## src/rtl/mem_rd_arbiter.sv

```systemverilog
// Two-master AXI read-address/read-data arbiter in front of a single DRAM port.
// One burst is outstanding at a time; ties are broken round-robin and the
// granted master's R channel is a zero-latency pass-through of the slave's.
module mem_rd_arbiter #(
    parameter int ADDR_W = 32,
    parameter int DATA_W = 64,
    parameter int ID_W   = 6
) (
    input  logic              i_clk,
    input  logic              i_rst,
    input  logic              i_init_done,
    // m0 = CPU
    input  logic              i_m0_arvalid,
    output logic              o_m0_arready,
    input  logic [ADDR_W-1:0] i_m0_araddr,
    input  logic [7:0]        i_m0_arlen,
    input  logic [2:0]        i_m0_arsize,
    input  logic [1:0]        i_m0_arburst,
    input  logic [ID_W-1:0]   i_m0_arid,
    output logic              o_m0_rvalid,
    input  logic              i_m0_rready,
    output logic [DATA_W-1:0] o_m0_rdata,
    output logic [1:0]        o_m0_rresp,
    output logic              o_m0_rlast,
    output logic [ID_W-1:0]   o_m0_rid,
    // m1 = VGA fetch
    input  logic              i_m1_arvalid,
    output logic              o_m1_arready,
    input  logic [ADDR_W-1:0] i_m1_araddr,
    input  logic [7:0]        i_m1_arlen,
    input  logic [2:0]        i_m1_arsize,
    input  logic [1:0]        i_m1_arburst,
    input  logic [ID_W-1:0]   i_m1_arid,
    output logic              o_m1_rvalid,
    input  logic              i_m1_rready,
    output logic [DATA_W-1:0] o_m1_rdata,
    output logic [1:0]        o_m1_rresp,
    output logic              o_m1_rlast,
    output logic [ID_W-1:0]   o_m1_rid,
    // slave side toward CDC / DRAM
    output logic              o_s_arvalid,
    input  logic              i_s_arready,
    output logic [ADDR_W-1:0] o_s_araddr,
    output logic [7:0]        o_s_arlen,
    output logic [2:0]        o_s_arsize,
    output logic [1:0]        o_s_arburst,
    output logic [ID_W-1:0]   o_s_arid,
    input  logic              i_s_rvalid,
    output logic              o_s_rready,
    input  logic [DATA_W-1:0] i_s_rdata,
    input  logic [1:0]        i_s_rresp,
    input  logic              i_s_rlast,
    input  logic [ID_W-1:0]   i_s_rid,
    // status
    output logic              o_busy,
    output logic              o_err,
    output logic              o_grant
);

    typedef enum logic [1:0] {S_IDLE, S_ADDR, S_DATA} state_t;

    state_t            state_q, state_d;
    logic              grant_q, grant_d;
    logic              last_grant_q, last_grant_d;
    logic [ADDR_W-1:0] addr_q, addr_d;
    logic [7:0]        len_q, len_d;
    logic [2:0]        size_q, size_d;
    logic [1:0]        burst_q, burst_d;
    logic [ID_W-1:0]   id_q, id_d;
    logic [7:0]        cnt_q, cnt_d;
    logic              err_q, err_d;

    logic win;        // candidate winner in IDLE: 0 = m0, 1 = m1
    logic ar_hs;      // master AR handshake this cycle
    logic in_data;
    logic sel_rready; // rready of the granted master
    logic r_hs;       // R handshake on the slave side

    // Winner selection and the combinational arready that goes with it.
    always_comb begin
        win          = (i_m0_arvalid && i_m1_arvalid) ? ~last_grant_q : i_m1_arvalid;
        o_m0_arready = !i_rst && (state_q == S_IDLE) && i_init_done && i_m0_arvalid && !win;
        o_m1_arready = !i_rst && (state_q == S_IDLE) && i_init_done && i_m1_arvalid &&  win;
        ar_hs        = o_m0_arready || o_m1_arready;
    end

    // R channel routing: slave beats go straight to the granted master.
    always_comb begin
        in_data     = (state_q == S_DATA);
        sel_rready  = grant_q ? i_m1_rready : i_m0_rready;
        o_s_rready  = in_data && sel_rready;
        r_hs        = in_data && i_s_rvalid && sel_rready;
        o_m0_rvalid = in_data && !grant_q && i_s_rvalid;
        o_m0_rlast  = in_data && !grant_q && i_s_rlast;
        o_m1_rvalid = in_data &&  grant_q && i_s_rvalid;
        o_m1_rlast  = in_data &&  grant_q && i_s_rlast;
        o_m0_rdata  = i_s_rdata;
        o_m0_rresp  = i_s_rresp;
        o_m0_rid    = i_s_rid;
        o_m1_rdata  = i_s_rdata;
        o_m1_rresp  = i_s_rresp;
        o_m1_rid    = i_s_rid;
    end

    // Next-state logic: grant capture, address phase, beat counting and error check.
    always_comb begin
        // NOTE: every _d starts as its _q so no path through the case leaves a
        // variable unassigned, which would otherwise infer a latch.
        state_d      = state_q;
        grant_d      = grant_q;
        last_grant_d = last_grant_q;
        addr_d       = addr_q;
        len_d        = len_q;
        size_d       = size_q;
        burst_d      = burst_q;
        id_d         = id_q;
        cnt_d        = cnt_q;
        err_d        = err_q;
        case (state_q)
            S_IDLE: begin
                if (ar_hs) begin
                    state_d = S_ADDR;
                    grant_d = win;
                    addr_d  = win ? i_m1_araddr  : i_m0_araddr;
                    len_d   = win ? i_m1_arlen   : i_m0_arlen;
                    size_d  = win ? i_m1_arsize  : i_m0_arsize;
                    burst_d = win ? i_m1_arburst : i_m0_arburst;
                    id_d    = win ? i_m1_arid    : i_m0_arid;
                end
            end
            S_ADDR: begin
                if (i_s_arready) begin
                    state_d = S_DATA;
                    cnt_d   = 8'd0;
                end
            end
            S_DATA: begin
                if (r_hs) begin
                    if (i_s_rlast) begin
                        // rlast alone ends the burst; a length mismatch is only flagged.
                        if (cnt_q != len_q) err_d = 1'b1;
                        state_d      = S_IDLE;
                        last_grant_d = grant_q;
                        cnt_d        = 8'd0;
                    end else begin
                        if (cnt_q == len_q) err_d = 1'b1;
                        if (cnt_q != 8'hFF) cnt_d = cnt_q + 8'd1;
                    end
                end
            end
            default: state_d = S_IDLE;
        endcase
    end

    // State register; reset abandons any burst in flight.
    always_ff @(posedge i_clk or posedge i_rst) begin
        if (i_rst) begin
            state_q      <= S_IDLE;
            grant_q      <= 1'b0;
            last_grant_q <= 1'b1;
            addr_q       <= '0;
            len_q        <= '0;
            size_q       <= '0;
            burst_q      <= '0;
            id_q         <= '0;
            cnt_q        <= '0;
            err_q        <= 1'b0;
        end else begin
            // NOTE: non-blocking assignments so every register samples the
            // pre-edge values regardless of statement order.
            state_q      <= state_d;
            grant_q      <= grant_d;
            last_grant_q <= last_grant_d;
            addr_q       <= addr_d;
            len_q        <= len_d;
            size_q       <= size_d;
            burst_q      <= burst_d;
            id_q         <= id_d;
            cnt_q        <= cnt_d;
            err_q        <= err_d;
        end
    end

    assign o_s_arvalid = (state_q == S_ADDR);
    assign o_s_araddr  = addr_q;
    assign o_s_arlen   = len_q;
    assign o_s_arsize  = size_q;
    assign o_s_arburst = burst_q;
    assign o_s_arid    = id_q;
    assign o_busy      = (state_q != S_IDLE);
    assign o_err       = err_q;
    assign o_grant     = grant_q;

endmodule

```

## config.mk

```make
export PLATFORM = sky130hd
export DESIGN_NAME = mem_rd_arbiter
export DESIGN_NICKNAME = d
export VERILOG_FILES = /design/src/rtl/mem_rd_arbiter.sv
export SDC_FILE = /design/constraint.sdc
export NUM_CORES = 1
export LEC_CHECK = 0
export BUFFER_PORTS_ARGS = -buffer_cell sky130_fd_sc_hd__buf_2
export CAP_MARGIN = 20
export CELL_PAD_IN_SITES_DETAIL_PLACEMENT = 2
export CELL_PAD_IN_SITES_GLOBAL_PLACEMENT = 2
export CORE_ASPECT_RATIO = 1.5
export CORE_MARGIN = 2
export CORE_UTILIZATION = 19
export CTS_CLUSTER_DIAMETER = 40
export DETAILED_ROUTE_END_ITERATION = 10
export PLACE_DENSITY_LB_ADDON = 0.1
export SLEW_MARGIN = 20
export SYNTH_ARGS = -nofsm -noshare
export SYNTH_HDL_FRONTEND = slang
export SYNTH_SLANG_ARGS = --single-unit
```

## constraint.sdc

```tcl
create_clock -name i_clk -period 2.3 [get_ports i_clk]
set_input_delay 0 -clock i_clk [delete_from_list [all_inputs] [get_ports i_clk]]
set_output_delay 0 -clock i_clk [all_outputs]
set_load 0.005 [all_outputs]
```

# Word level (Yosys, flattened, before mapping)
# Cells that the tools add are included.
# W data, S select, Z words.
# classes
n_addsub	1
bitwise_logic	1
muxes	20
n_reduce_logical	29
n_eq_ne	11
# op_table
cell	n
$mux W8	5
$mux W32	1
$logic_and A1 B1 Y1	16
$pmux W8 S2	1
$reduce_and A4 Y1	3
$mux W2	5
$add A8 B1 Y8 const B	1
$eq A8 B8 Y1	1
$ne A8 B8 Y1	1
$ne A8 B8 Y1 const B	1
$mux W6	1
$ne A2 B1 Y1 const B	3
$pmux W2 S3	1
$reduce_bool A2 Y1	3
$mux W1	5
$ne A2 B2 Y1 const B	2
$logic_not A1 Y1	3
$mux W3	1
$ne A3 B2 Y1 const B	1
$reduce_and A3 Y1	1
$eq A2 B1 Y1 const B	1
$eq A2 B2 Y1 const B	1
$logic_not A2 Y1	1
$reduce_and A2 Y1	1
other kinds (2)	2
# totals
ff_bits	64
out_inout_bits	206
elab_cells	72
inputBits	184

# Longest topological paths before layout
# Gate-level depths: netlist of the first run.
# depth
depth_word	8
ltp_mapped	7
mapped_depth_nobuf	6

# Worst setup path before layout of the first run
# OpenSTA, ideal clock, no wires.
# synth_path
path_type	reg2reg
from	register state_q[1]
to	register cnt_q[2]
slack_ns	0.408
arrival_time_ns	1.766
period_less_slack_ns	1.892
setup_time_ns	0.126
path_buffers	1
stages_incl_launch_ff	8
path_cell_list	dfrtp_1 > inv_1 > ha_1 > nor2b_1 > or3_1 > clkbuf_1 > a21o_1 > a221o_1
# synth_rtl
item	line	text
from (decl)	62	state_t state_q, state_d;
from (signal assigned)	171	state_q <= state_d;
$eq A2 B1 Y1 (*)	-	
via o_s_arvalid	41	output logic o_s_arvalid,
$ne A2 B1 Y1 (no source line) or $reduce_bool A2 Y1 (tied branches)	-	
$reduce_and A4 Y1 (no source line)	-	
to (signal assigned)	179	cnt_q <= cnt_d;
to (decl)	70	logic [7:0] cnt_q, cnt_d;
# The timed path passes the listed nets; every way through them passes the cells marked *.
# A chain may end at the register's enable or synchronous reset.

# Final worst setup path of the first run
# layout_path
from	register state_q[0]
to	register cnt_q[2]
# layout_via
elab_chain_cells	5
# layout_lines
item	line	text
$eq A2 B2 Y1	89, 119	
$logic_and A1 B1 Y1 (2 in a row)	92	r_hs = in_data && i_s_rvalid && sel_rready;
$ne A2 B1 Y1 (no source line)	-	
$reduce_and A4 Y1 (no source line)	-	
# Parallel ways exist; a longest one is shown, timed or not.

==> impl_metrics.env, run 1 <==
export IMPL_synth_most_common_cell="buf_4"
export IMPL_path_class="reg -> reg"
export IMPL_hpwl_um=11100
export IMPL_finalCritPeriodShare=0.875
export IMPL_tns_ns=0
export IMPL_n_antenna_cell=0
export IMPL_syn_to_final_growth_pct=31.8
export IMPL_rrSetupSlack_ns=0.29
export IMPL_grt_pass1_wl_um=22300
export IMPL_path_max_fanout=6
export IMPL_grt_pass1_vias=4227
export IMPL_outcome="finished, final reports clean"
export IMPL_yosys_area_top_type="dfrtp_1"
export IMPL_final_antenna_net_count=0
export IMPL_numCtsBuffers=9
export IMPL_worstPathCellList="inv_1 -> ha_1 -> inv_2 -> or3_1 -> a21o_1 -> a221o_1"
export IMPL_grt_setup_unrepaired="no"
export IMPL_p_leak_nw=2.76
export IMPL_ys_seq_elements=64
export IMPL_final_setup_worst_slack_ns=0.288
export IMPL_overflow=0
export IMPL_clk_latency_ns=0.33
export IMPL_synthDistinctLibCells=45
export IMPL_p_int_w=0.00381
export IMPL_p_per_area_nw_per_um2=1010
export IMPL_hp_class="in -> out"
export IMPL_synthTopCellsByArea="dfrtp_1 36%, buf_4 24%, mux2i_1 12%, a21oi_1 5.2%, nor2_1 4.2%"
export IMPL_synth_top_area_frac=0.356
export IMPL_yosysWarnings=0
export IMPL_drv_slew=0
export IMPL_cts_setup_buffers=0
export IMPL_avgSynthCellArea_sq_um=9.22
export IMPL_hold_viol=0
export IMPL_die_h_um=191
export IMPL_r2r_end="cnt_q[2]$_DFFE_PP0P_"
export IMPL_min_from="i_s_rdata[48]"
export IMPL_routed_wl_um=14500
export IMPL_final_setup_viol_count=0
export IMPL_p_switching_w=0.00209
export IMPL_r2r_start="state_q[0]$_DFFE_PP0P_"
export IMPL_dieArea_sq_um=24600
export IMPL_netlist_area_sq_um=4430
export IMPL_critPathMaxStageDelay_ns=0.47
export IMPL_end_kind="flip-flop"
export IMPL_place_area_sq_um=4600
export IMPL_hold_depth=0
export IMPL_place_ws_ns=0.288
export IMPL_cp_required_ns=2.52
export IMPL_vias=3686
export IMPL_row_count=68
export IMPL_dr_pass1_iters=4
export IMPL_p_seq_frac=0.332
export IMPL_final_area_sq_um=5830
export IMPL_sw_frac_of_total=0.354
export IMPL_fin_crit_ns=2.01
export IMPL_tightest_slew_ns=0.742
export IMPL_power_frac_comb=0.407
export IMPL_antenna_found_initial=0
export IMPL_synth_edff_count=0
export IMPL_vias_per_cell=4.17
export IMPL_gp_congestion=0.699
export IMPL_drive_gt1_frac=0.349
export IMPL_cp_start_kind="flip-flop"
export IMPL_cts_max_path_buffers=2
export IMPL_async_flop_share=1.00
export IMPL_seq_area_frac_synth=0.362
export IMPL_cts_max_level=3
export IMPL_drcViolationCount=0
export IMPL_nets=789
export IMPL_rr_worst_depth=6
export IMPL_cts_sinks=64
export IMPL_fin_hold_ws_ns=0.00000248
export IMPL_pin_count=390
export IMPL_syn_inst=480
export IMPL_grtUsageTotal=0.120
export IMPL_syn_nets=670
export IMPL_root_buffer="clkbuf_16"
export IMPL_max_slew_margin_rel=0.504
export IMPL_drt_iter0_drc=24
export IMPL_crit_slowest_cell="or3_1"
export IMPL_grt_max_degree=83
export IMPL_min_to="o_m1_rdata[48]"
export IMPL_achievable_frequency_mhz=497
export IMPL_cts_tree="yes"
export IMPL_clock_skew_ns=0.00503
export IMPL_clkPwrFrac=0.261
export IMPL_max_cap_violations=0
export IMPL_worst_ep_arrival_time_ns=2.23
export IMPL_die_w_um=129
export IMPL_ys_flop_type="dfrtp_1"
export IMPL_clk_transition_reported_paths_ns=0.06
export IMPL_portBuffers=173
export IMPL_avgRoutedWirePerCell_um=16.4
export IMPL_core_area_sq_um=23000
export IMPL_initial_utilization=0.193
export IMPL_synth_common_cells="144 x buf_4, 63 x dfrtp_1, 52 x mux2i_1, 50 x nor2_1, 46 x a21oi_1"
export IMPL_vdd_ir_drop_max_mv=0.350
==> cell families after synthesis <==
kind of cell | after synthesis | synth area share
flops | 64 | 0.362
buf+inv | 176 | 0.274
mux | 56 | 0.128
xor+xnor | 8 | 0.0158
compound gates | 76 | 0.106
fa+ha+maj | 6 | 0.0170
simple gates | 94 | 0.0961
==> metrics by stage <==
stage | cells | total power [W] | util
after CTS | 884 | 0.00609 | 0.254
final | 884 | 0.00590 | 0.254
after global routing | 884 | 0.00644 | 0.254
after detailed placement | 778 | 0.00428 | 0.200
after floorplan | 480 | 0.00329 | -
after global placement | 778 | 0.00421 | 0.200
==> final cells by class <==
| type | instances | area (sq um) |
|---|---|---|
| Clock buffer | 10 | 239 |
| Clock inverter | 6 | 92.6 |
| Fill cell | 2624 | 17100 |
| Inverter | 10 | 37.5 |
| Multi-Input combinational cell | 240 | 1620 |
| Sequential cell | 64 | 1600 |
| Tap cell | 280 | 350 |
| Timing Repair Buffer | 274 | 1890 |
==> critical path: cells and delay by family (launching register included) <==
| kind | cells | cell delay [ns] |
|---|---|---|
| AOI/OAI and AO/OA | 2 | 0.56 |
| adders and majority gates | 1 | 0.30 |
| buffers and inverters | 2 | 0.15 |
| DFF | 1 | 0.40 |
| and+or+nand+nor | 1 | 0.47 |
==> cells in the final DEF, fill, tap and decap left out, drive strengths merged, types with 10 or more instances in the layout <==
cell	count
mux2i	53
dfrtp	63
dlygate4sd3	90
buf	184
clkbuf	10
nand2	17
inv	10
nor2	50
o21ai	11
a21oi	46
==> flip-flops by register name, summed over array words and instances, names as in the netlist <==
name / count
o_s_arid: 6
state_q: 2
o_grant: 1
o_s_arsize: 3
o_s_arlen: 8
last_grant_q: 1
o_err: 1
o_s_araddr: 32
cnt_q: 8
o_s_arburst: 2
==> worst max-delay path by stage <==
stage               slack (ns)                          to                   start
CTS                       0.26        cnt_q[2]$_DFFE_PP0P_  state_q[0]$_DFFE_PP0P_
global route              0.15  o_s_araddr[27]$_DFFE_PP0P_  state_q[0]$_DFFE_PP0P_
finish                    0.29        cnt_q[2]$_DFFE_PP0P_  state_q[0]$_DFFE_PP0P_
detailed placement        0.29        cnt_q[2]$_DFFE_PP0P_  state_q[0]$_DFFE_PP0P_
floorplan                 0.41        cnt_q[2]$_DFFE_PP0P_  state_q[1]$_DFFE_PP0P_
global placement          0.36        cnt_q[2]$_DFFE_PP0P_  state_q[0]$_DFFE_PP0P_
==> power by group through the flow <==
stage / Sequential (W) / Clock (W) / Combinational (W)
floorplan: 0.00197 / 0 / 0.00132
global placement: 0.00198 / 0 / 0.00224
detailed placement: 0.00199 / 0 / 0.00229
CTS: 0.00198 / 0.00162 / 0.00249
global route: 0.00206 / 0.00165 / 0.00274
finish: 0.00196 / 0.00154 / 0.00240
==> routing by layer <==
layer  vias up  part of all wire  wire [um]  GRT usage
met2       181              0.53       7730      0.221
li1       1705                 -          -          -
met5         -                 0          0          0
met3        32             0.083       1190     0.0501
met4         0             0.023        328     0.0439
met1      1768              0.36       5210      0.119
==> what timing repair did <==
item | in CTS | in global routing
hold endpoints to repair | 73 | 0
hold buffers | 90 | 0
resized for setup | 0 | 0
(Power assumes the default switching activity.)
==> inputs of run 2 (changes only) <==
ABC_AREA = 1   (was not set)
CORE_UTILIZATION = 18   (was 19)
SETUP_SLACK_MARGIN = 0.5   (was not set)
==> run 2 against run 1 <==
  * Non-clock buffer count grew 15
  * Core utilization shrank 0.42 points
  * Sequential cell count unchanged
  * Area after synthesis shrank 0.37%
  * Fmax rose by 19%
  * Clock power decreased by 16%
  * Sequential power is essentially flat
  * Highest routed layer unchanged
==> impl_metrics.env, run 2 <==
export IMPL_gp_congestion=0.676
export IMPL_synth_adder_area_share=0.0170
export IMPL_min_from="i_s_rdata[33]"
export IMPL_pin_count=390
export IMPL_yosys_area_share_simple=0.234
export IMPL_drt_iter0_drc=74
export IMPL_initial_utilization=0.182
export IMPL_root_buffer="clkbuf_16"
export IMPL_grtUsageTotal=0.141
export IMPL_largest_register_ffs=32
export IMPL_ys_seq_elements=64
export IMPL_synth_compound_gate_area_share=0.0817
export IMPL_tightest_slew_ns=0.887
export IMPL_synth_xor_area_frac=0.00795
export IMPL_clock_skew_ns=0.00823
export IMPL_dieArea_sq_um=25800
export IMPL_fin_crit_ns=1.70
export IMPL_grtUsageMet1=0.138
export IMPL_busiest_layer="met2"
export IMPL_place_ws_ns=0.318
export IMPL_use_met3=0.0287
export IMPL_rrSetupSlack_ns=0.60
export IMPL_tns_ns=0
export IMPL_core_area_sq_um=24300
export IMPL_synth_area_mux_share=0
export IMPL_grt_util_met2=0.275
export IMPL_vias_per_cell=4.02
export IMPL_cp_start_kind="flip-flop"
export IMPL_nFillCells=2882
export IMPL_ys_flop_type="dfrtp_1"
export IMPL_netlist_area_sq_um=4410
export IMPL_hold_viol=0
export IMPL_synth_top_family_by_area="buffers and inverters"
export IMPL_p_total_w=0.00566
export IMPL_antenna_found_initial=0
export IMPL_drcViolationCount=0
export IMPL_cp_required_ns=2.57
export IMPL_path_class="reg -> reg"
export IMPL_p_seq_frac=0.348
export IMPL_row_count=70
export IMPL_drv_slew=0
export IMPL_p_per_area_nw_per_um2=935
export IMPL_outcome="finished, final reports clean"
export IMPL_synth_edff_count=0
export IMPL_placedCellCount=935
export IMPL_cts_max_level=3
export IMPL_dr_pass1_iters=4
export IMPL_synth_most_common_cell="nand2_1"
export IMPL_grt_pass1_vias=4973
export IMPL_die_h_um=196
export IMPL_cts_sinks=64
export IMPL_achievable_frequency_mhz=589
export IMPL_grt_max_degree=54
export IMPL_vias=4254
export IMPL_overflow=0
export IMPL_async_flop_share=1.00
export IMPL_yosysWarnings=0
export IMPL_n_antenna_cell=0
export IMPL_yosys_area_top_type="dfrtp_1"
export IMPL_hold_depth=0
export IMPL_final_antenna_net_count=0
export IMPL_avgSynthCellArea_sq_um=7.39
export IMPL_final_common_cell="nand2_1"
export IMPL_portBuffers=173
export IMPL_r2r_start="state_q[0]$_DFFE_PP0P_"
export IMPL_fin_hold_ws_ns=0.00000291
export IMPL_startpoint="state_q[0]$_DFFE_PP0P_"
export IMPL_numCtsBuffers=9
export IMPL_path_max_fanout=10
export IMPL_p_leak_nw=2.90
export IMPL_p_switching_w=0.00219
export IMPL_cts_max_path_buffers=2
export IMPL_nets=921
export IMPL_die_w_um=132
export IMPL_syn_to_final_growth_pct=37.3
export IMPL_grt_setup_unrepaired="yes"
export IMPL_drive_gt1_frac=0.290
export IMPL_finalCritPeriodShare=0.738
export IMPL_synthDistinctLibCells=25
export IMPL_cts_tree="yes"
export IMPL_seqCellArea_sq_um=1600
export IMPL_synthTopCellsByArea="dfrtp_1 36%, buf_4 25%, nand2_1 15%, a31oi_1 7.2%, nor2_1 6.2%"
export IMPL_vdd_ir_drop_max_mv=0.340
export IMPL_worst_ep_arrival_time_ns=1.96
export IMPL_avgRoutedWirePerCell_um=17.1
export IMPL_sw_frac_of_total=0.387
export IMPL_syn_inst=597
export IMPL_min_to="o_m0_rdata[33]"
export IMPL_syn_nets=787
export IMPL_power_frac_comb=0.423
export IMPL_r2r_end="o_s_arid[2]$_DFFE_PP0P_"
export IMPL_p_int_w=0.00347
export IMPL_clkPwrFrac=0.229
export IMPL_end_kind="flip-flop"
export IMPL_layout_common_cells="175 x nand2_1, 173 x buf_2, 103 x dlygate4sd3_1, 70 x nor2_1, 63 x dfrtp_1"
export IMPL_final_setup_worst_slack_ns=0.603
export IMPL_hp_class="in -> out"
export IMPL_max_slew_margin_rel=0.408
export IMPL_rr_worst_depth=9
export IMPL_hpwl_um=11900
export IMPL_final_setup_viol_count=0
export IMPL_clk_transition_reported_paths_ns=0.06
export IMPL_clk_latency_ns=0.35
export IMPL_multi_input_area_sq_um=1540
export IMPL_routed_wl_um=18100
export IMPL_fin_cells=1058
export IMPL_synth_top_area_frac=0.358
export IMPL_grt_pass1_wl_um=27900
export IMPL_max_cap_violations=0
export IMPL_seq_area_frac_synth=0.364
export IMPL_synth_common_cells="176 x nand2_1, 144 x buf_4, 73 x nor2_1, 63 x dfrtp_1, 51 x a31oi_1"
## run 2: through the flow
stage	util	cell area, sq um
global placement	0.189	4580
detailed placement	0.189	4580
finish	0.250	6060
CTS	0.246	5960
floorplan	-	4410
global route	0.250	6060
## run 2: kinds of logic (layout without fill, tap and decap cells)
kind of cell    count (synthesis)  in the layout
simple gates                  266            266
buf+inv                       199            336
flops                          64             64
compound gates                 58             58
fa+ha+maj                       6              6
xor+xnor                        4              4
## run 2: routing by layer
layer	part of all wire	vias up
met4	0.032	0
li1	-	2004
met5	0	-
met1	0.36	2043
met2	0.56	157
met3	0.048	50
## run 2: layout make-up
cell class	instances	share of cell area
flip-flops and latches	64	0.265
clock inverters	1	0.000826
repair buffers	289	0.351
multi-input cells	334	0.254
inverters	33	0.0213
clock buffers	13	0.0413
well taps	324	0.0669
## run 2: power by group through the flow
stage	sequential (W)	combinational (W)	clock [W]
after floorplan	0.00197	0.00125	0
after global placement	0.00198	0.00209	0
after detailed placement	0.00200	0.00215	0
after CTS	0.00199	0.00240	0.00136
after global routing	0.00207	0.00274	0.00138
final	0.00197	0.00240	0.00130
## run 2: timing repair
action                                  in CTS  in global routing
resized for setup                            9                 15
gates cloned                                 2                  2
hold buffers                               103                  0
buffers inserted                             0                  2
hold endpoints to repair                    82                  0
endpoints found under the setup margin      64                 62
## run 2: worst max-delay path by stage
stage                            endpoint  slack, ns
3_3_place_gp   o_s_araddr[18]$_DFFE_PP0P_       0.43
2_1_floorplan        cnt_q[0]$_DFFE_PP0P_       0.70
4_1_cts        o_s_araddr[30]$_DFFE_PP0P_       0.41
5_1_grt          o_s_arlen[6]$_DFFE_PP0P_       0.47
6_report          o_s_arid[2]$_DFFE_PP0P_       0.60
3_5_place_dp    o_s_araddr[3]$_DFFE_PP0P_       0.32
## run 2: worst max-delay path: stages (launching register included)
cell       delay (ns)
dfrtp_1          0.40
inv_2            0.11
ha_2             0.21
nand2_1          0.09
nor2_4           0.13
o21ai_2          0.10
clkinv_4         0.16
clkbuf_16        0.20
nor2_1           0.05
a31oi_1          0.15
